[src/rtl/ex_muldiv_pkg.sv]
// Shared definitions for the EX-stage multiply/divide unit: word type, MDU op
// encodings, FSM state encodings and a small magnitude helper.
package ex_muldiv_pkg;

    localparam int WORD_W = 32;
    typedef logic [WORD_W-1:0] Word;

    localparam logic [2:0] MDU_MULT  = 3'd0;
    localparam logic [2:0] MDU_MULTU = 3'd1;
    localparam logic [2:0] MDU_DIV   = 3'd2;
    localparam logic [2:0] MDU_DIVU  = 3'd3;
    localparam logic [2:0] MDU_MTHI  = 3'd4;
    localparam logic [2:0] MDU_MTLO  = 3'd5;

    localparam logic [1:0] S_IDLE = 2'd0;
    localparam logic [1:0] S_MUL  = 2'd1;
    localparam logic [1:0] S_DIV  = 2'd2;
    localparam logic [1:0] S_FIX  = 2'd3;

    // Two's-complement magnitude; 0x8000_0000 maps to itself, which the
    // divider then treats as the unsigned value 2^31.
    function automatic Word absVal(input Word v, input logic signedOp);
        return (signedOp && v[WORD_W-1]) ? -v : v;
    endfunction

endpackage

[src/rtl/muldiv_div_iter.sv]
// 32-step restoring divider on unsigned magnitudes: one quotient bit per
// cycle, MSB first. Sign handling is left to the caller.
module muldiv_div_iter
    import ex_muldiv_pkg::*;
(
    input  logic clk,
    input  logic reset,
    input  logic load,
    input  logic step,
    input  Word  dividend,
    input  Word  divisor,
    output Word  quotient,
    output Word  remainder,
    output logic lastStep
);

    Word              rem;
    Word              quo;
    logic [5:0]       count;
    logic [WORD_W:0]  partial;
    logic             fits;
    Word              diff;

    // quo doubles as the dividend shift register: dividend bits leave at the
    // top while quotient bits enter at the bottom.
    always_comb begin
        partial = {rem, quo[WORD_W-1]};
        fits    = partial >= {1'b0, divisor};
        diff    = partial[WORD_W-1:0] - divisor;
    end

    // NOTE: sequential state uses non-blocking assignments so every flop
    // samples the pre-edge values regardless of statement order.
    always_ff @(posedge clk or negedge reset) begin
        if (!reset) begin
            rem   <= '0;
            quo   <= '0;
            count <= '0;
        end else if (load) begin
            rem   <= '0;
            quo   <= dividend;
            count <= '0;
        end else if (step && count != 6'd32) begin
            rem   <= fits ? diff : partial[WORD_W-1:0];
            quo   <= {quo[WORD_W-2:0], fits};
            count <= count + 6'd1;
        end
    end

    assign quotient  = quo;
    assign remainder = rem;
    assign lastStep  = (count == 6'd31);

endmodule

[src/rtl/ex_muldiv.sv]
// EX-stage multiply/divide unit holding architectural HI/LO.
// Define MULDIV_DIV_EN to build the divider; otherwise DIV/DIVU are ignored.
module ex_muldiv
    import ex_muldiv_pkg::*;
#(
    parameter int MUL_LAT = 5
) (
    input  logic        clk,
    input  logic        reset,
    input  logic        start,
    input  logic [2:0]  op,
    input  logic [31:0] srcA,
    input  logic [31:0] srcB,
    output logic        busy,
    output logic [31:0] HI,
    output logic [31:0] LO
);

    logic [1:0]  state;
    logic [7:0]  mulCnt;
    logic [63:0] product;
    logic [63:0] extA;
    logic [63:0] extB;
    logic [63:0] prodNext;
    logic        signedMul;

    // Sign- or zero-extending to 64 bits makes the low 64 bits of one
    // unsigned multiply correct for both MULT and MULTU.
    always_comb begin
        signedMul = (op == MDU_MULT);
        extA      = {{32{signedMul & srcA[31]}}, srcA};
        extB      = {{32{signedMul & srcB[31]}}, srcB};
        prodNext  = extA * extB;
    end

`ifdef MULDIV_DIV_EN
    logic issueDiv;
    logic signedDiv;
    Word  magA;
    Word  magB;
    Word  divQ;
    Word  divR;
    logic divLast;
    logic negQ;
    logic negR;
    logic divZero;

    always_comb begin
        issueDiv  = start && (state == S_IDLE) && (op == MDU_DIV || op == MDU_DIVU);
        signedDiv = (op == MDU_DIV);
        magA      = absVal(srcA, signedDiv);
        magB      = absVal(srcB, signedDiv);
    end

    muldiv_div_iter u_divIter (
        .clk       (clk),
        .reset     (reset),
        .load      (issueDiv),
        .step      (state == S_DIV),
        .dividend  (magA),
        .divisor   (magB),
        .quotient  (divQ),
        .remainder (divR),
        .lastStep  (divLast)
    );
`endif

    always_ff @(posedge clk or negedge reset) begin
        if (!reset) begin
            state   <= S_IDLE;
            mulCnt  <= '0;
            product <= '0;
            HI      <= '0;
            LO      <= '0;
`ifdef MULDIV_DIV_EN
            negQ    <= 1'b0;
            negR    <= 1'b0;
            divZero <= 1'b0;
`endif
        end else begin
            case (state)
                S_IDLE: begin
                    if (start) begin
                        case (op)
                            MDU_MULT, MDU_MULTU: begin
                                product <= prodNext;
                                mulCnt  <= 8'(MUL_LAT - 1);
                                state   <= S_MUL;
                            end
                            MDU_MTHI: HI <= srcA;
                            MDU_MTLO: LO <= srcA;
`ifdef MULDIV_DIV_EN
                            MDU_DIV, MDU_DIVU: begin
                                negQ    <= signedDiv && (srcA[31] ^ srcB[31]);
                                negR    <= signedDiv && srcA[31];
                                divZero <= (srcB == '0);
                                state   <= S_DIV;
                            end
`endif
                            default: ;
                        endcase
                    end
                end
                S_MUL: begin
                    if (mulCnt == '0) begin
                        {HI, LO} <= product;
                        state    <= S_IDLE;
                    end else begin
                        mulCnt <= mulCnt - 8'd1;
                    end
                end
`ifdef MULDIV_DIV_EN
                S_DIV: begin
                    if (divLast) state <= S_FIX;
                end
                S_FIX: begin
                    // Divide-by-zero leaves remainder = |srcA|, so the normal
                    // remainder sign fix already restores HI = srcA.
                    HI    <= negR ? -divR : divR;
                    LO    <= divZero ? '1 : (negQ ? -divQ : divQ);
                    state <= S_IDLE;
                end
`endif
                default: state <= S_IDLE;
            endcase
        end
    end

    assign busy = (state != S_IDLE);

endmodule

[config.mk]
export PLATFORM = sky130hd
export DESIGN_NAME = ex_muldiv
export DESIGN_NICKNAME = d
export VERILOG_FILES = /design/src/rtl/ex_muldiv_pkg.sv /design/src/rtl/muldiv_div_iter.sv /design/src/rtl/ex_muldiv.sv
export SDC_FILE = /design/constraint.sdc
export NUM_CORES = 2
export LEC_CHECK = 0
export CORE_ASPECT_RATIO = 0.75
export CORE_MARGIN = 3
export CORE_UTILIZATION = 36
export CTS_CLUSTER_SIZE = 30
export DETAILED_ROUTE_END_ITERATION = 7
export GPL_TIMING_DRIVEN = 0
export MAX_ROUTING_LAYER = met4
export PLACE_DENSITY = 0.54
export RECOVER_POWER = 100
export SYNTH_ARGS = -nofsm -noshare
export SYNTH_HDL_FRONTEND = slang
export SYNTH_SLANG_ARGS = --single-unit
[constraint.sdc]
create_clock -name clk -period 3.1 [get_ports clk]
set_input_delay 0.62 -clock clk [delete_from_list [all_inputs] [get_ports clk]]
set_output_delay 0.62 -clock clk [all_outputs]
set_load 0.01 [all_outputs]
==> summary by stage <==
Status
The flow ran to the end, but the final reports show violations. The checks that failed: capacitance limit, slew limit, setup timing.

Setup path
Measured in cells, the most critical reg-to-reg path has a length of 10. The standard cell with the maximum stage delay on the critical path is clkbuf_1. The cell repeated most along the worst path is fa_1. For the worst setup path, the data required time is between 3 and 4 ns. The worst register-to-register path ends at product[0]. STA classifies the critical path endpoint as a flop. The critical path startpoint category is an input pin.

Data arrives at the worst endpoint at around 8.6 ns. The first element of the critical path is op[0]. The critical path is of the input pin to flop type. The endpoint of the worst setup timing path is product[63]. The worst reg2reg path startpoint is state[0]. In this run the register-to-register setup slack is -0.26 ns. For this run, the slowest stage of the critical path takes 0.68 ns. Along the worst path, the maximum fanout reaches 10.

Place
The cell total after placement is 6,449. The port buffer count is 130. The post-detailed-placement cell area is between 40,000 and 50,000 sq um. The HPWL after detailed placement is approximately 150,000 um.

Routability-driven placement finished with a final weighted congestion of ~1.

Finish
Across the whole layout, storage elements account for roughly 3400 sq um. The final cell utilization of the core is 44.7%. The non-filler instance count after layout is 6,618. The area of the multi-input gates is 36,700 sq um.

The count of nets after finishing is between 6,000 and 7,000. Compared with the post-synthesis result, the final layout area differs by 22.2%. The layout has between 10,000 and 15,000 filler cells.

In the layout the commonest cells are 1,080 x inv_1, 1,065 x fa_1, 842 x nand2_1. The post-route standard cell area excluding fillers is approximately 53,000 sq um. The share of cells above drive strength 1 is about 16%. The most frequent standard cell in the layout excluding fill and tap cells is inv_1.

Timing
After layout, the worst path uses 267% of the clock period. The time the worst path needs with I/O delays and setup is 8.27 ns. Between clock sinks in the finished design, the worst skew comes to about 0.0086 ns. The transition time at the pin with the least slew margin is 1.93 ns. The achievable clock frequency is around 120 MHz.

The relative slew slack is -28.8%. Setup violations remaining at the end of the flow were counted as 66. The max-slew violation total from the final report is 76. Setup repair after global routing could not meet its margin everywhere. The worst-case setup margin in the final layout is -5.17 ns. The number of hold violations in the final report is 0. Hold is met by 0.479 ns.

GRT
Across every metal layer, demand over resource in global routing totals between 30% and 40%. The via count of the first global-routing pass came to between 30,000 and 40,000. The pin count of the biggest net entering global routing is 76. The first global-routing pass estimated roughly 260,000 um of wire. After global routing the overflow that remains totals 0. The number of antenna violations at the first check in global routing is 29.

Route
The count of nets left with antenna violations once routing finished came out at 0. The total wirelength of the detailed-routed design is roughly 180,000 um. The first TritonRoute pass finished after 5 iterations. Using the TritonRoute via totals, the vias-per-cell ratio works out to 5.22. For this block, the initial DRC count from the detailed router was between 3,000 and 4,000. The final routed wire length divided by cell count is around 27 um. Detailed routing inserted a total of about 35,000 vias. The number of remaining DRC errors is 0.

Floorplanning
From bottom edge to top edge, the die measures 307 um. In this run the count of I/O pins placed on the die edge is roughly 140. The die footprint is 125,000 sq um. The starting density of the core is between 30% and 40%.

The horizontal extent of the die is a little over 400 um. The number of placement rows is approximately 110. The core region is ~120,000 sq um.

Synth
Synthesis handed over a netlist of ~4,800 instances. The mean cell area of the mapped netlist is 9.10 sq um. The number of enable-type register cells in the synthesized netlist is 0. Of the synthesized area, sequential elements account for approximately 8%. The count of yosys warnings during synthesis is 0. The register bit count reported by yosys is between 100 and 150. The fraction of registers with async set/reset is 100%.

The synthesized net count is just over 6,000. For this run, the leading register cell type out of synthesis is dfrtp_1. The area of the mapped netlist is 43,400 sq um.

Counting distinct cell types in the post-synthesis netlist gives 60.

Clocking
The clock reaches the later pin of the worst-skew pair after 0.44 ns. Counting every sink on the clock net gives 137. The number of CTS-inserted buffers is 17. The maximum clock path buffer count is 2. After clock tree synthesis, the clock-pin slew on the worst setup and hold paths is 0.06 ns.

TritonCTS built the clock tree. The H-tree was split into 4 levels. The root buffer cell is clkbuf_16. The number of hold buffers added after CTS was 0.

Worst hold path
The path class of the tightest hold or removal check is flop to flop.

Job
The count of maximum capacitance violations is 1.
-- repair_timing --
action	in CTS	in global routing
setup endpoints to repair	68	98
cloned	0	3
buffers inserted	55	83
pin swaps	93	154
gates resized for setup	849	259
-- area by class of cell --
type                       instances  area share [%]
antenna                            6          0.0283
buffer                           258            6.35
clock buffer                      17           0.803
clock inverter                    15           0.314
inverter                        1121            7.99
multi-input combinational       3241            69.3
sequential                       137            6.47
tap                             1554            3.67
timing repair buffer             269            5.06
-- flip-flops by register name, summed over array words and instances, names as in the netlist --
signal / cells
product: 64
HI: 32
LO: 32
mulCnt: 8
state: 1
-- synth_stat cells, types with 29 or more instances --
master,n,share of area [%]
fa_1,1125,52
xor2_1,32,0.65
nor2_1,93,0.80
nand2_1,876,7.6
nor2b_1,39,0.56
ha_1,214,6.2
clkbuf_1,257,2.2
and2_1,317,4.6
dfrtp_1,137,7.9
xnor2_1,46,0.93
a21oi_1,165,1.9
o21ai_1,31,0.36
o21ai_0,88,1.0
inv_1,1121,9.7
a21o_1,29,0.50
-- per-stage QoR --
step	setup TNS, ns	worst slack (ns)
5_1_grt	-237.42	-5.32
4_1_cts	-218.73	-5.26
3_3_place_gp	-938.45	-7.73
3_5_place_dp	-343.44	-7.72
6_report	-221.36	-5.17
2_1_floorplan	-201.89	-4.92
-- worst min path at each step --
stage / startpoint / to / slack, ns / cells after the start
finish: HI[18] / HI[18] / 0.48 / 2
global route: HI[18] / HI[18] / 0.51 / 2
CTS: reset / LO[16] / 0.24 / 1
detailed placement: product[39] / product[39] / 0.46 / 2
global placement: product[39] / product[39] / 0.46 / 2
floorplan: reset / HI[0] / 0.32 / 0
-- cell families after synthesis --
family	Yosys count	synth area share (%)
fa+ha+maj	1339	58.1
flops	137	7.90
xor+xnor	78	1.58
simple gates	1429	15.0
buf+inv	1386	12.0
mux	1	0.0260
compound gates	394	5.38
-- layer usage --
metal	vias up	global-route usage, %	routed length, um
li1	14400	-	-
met1	18300	43.7	78700
met2	1617	42.9	75700
met3	245	6.78	19600
met4	0	8.17	6300
met5	-	-	0
-- critical path, delay by kind of cell --
kind | cells | cell delay (ns)
AO/OA/AOI/OAI | 7 | 1.24
XOR/XNOR | 1 | 0.18
adder cells (fa/ha/maj) | 9 | 4.56
buffers and inverters | 7 | 1.33
AND/OR/NAND/NOR | 5 | 0.59
Power is left out: the tool's default activity adds up to more than one toggle a clock period on the data nets, which glitch-free logic cannot reach.
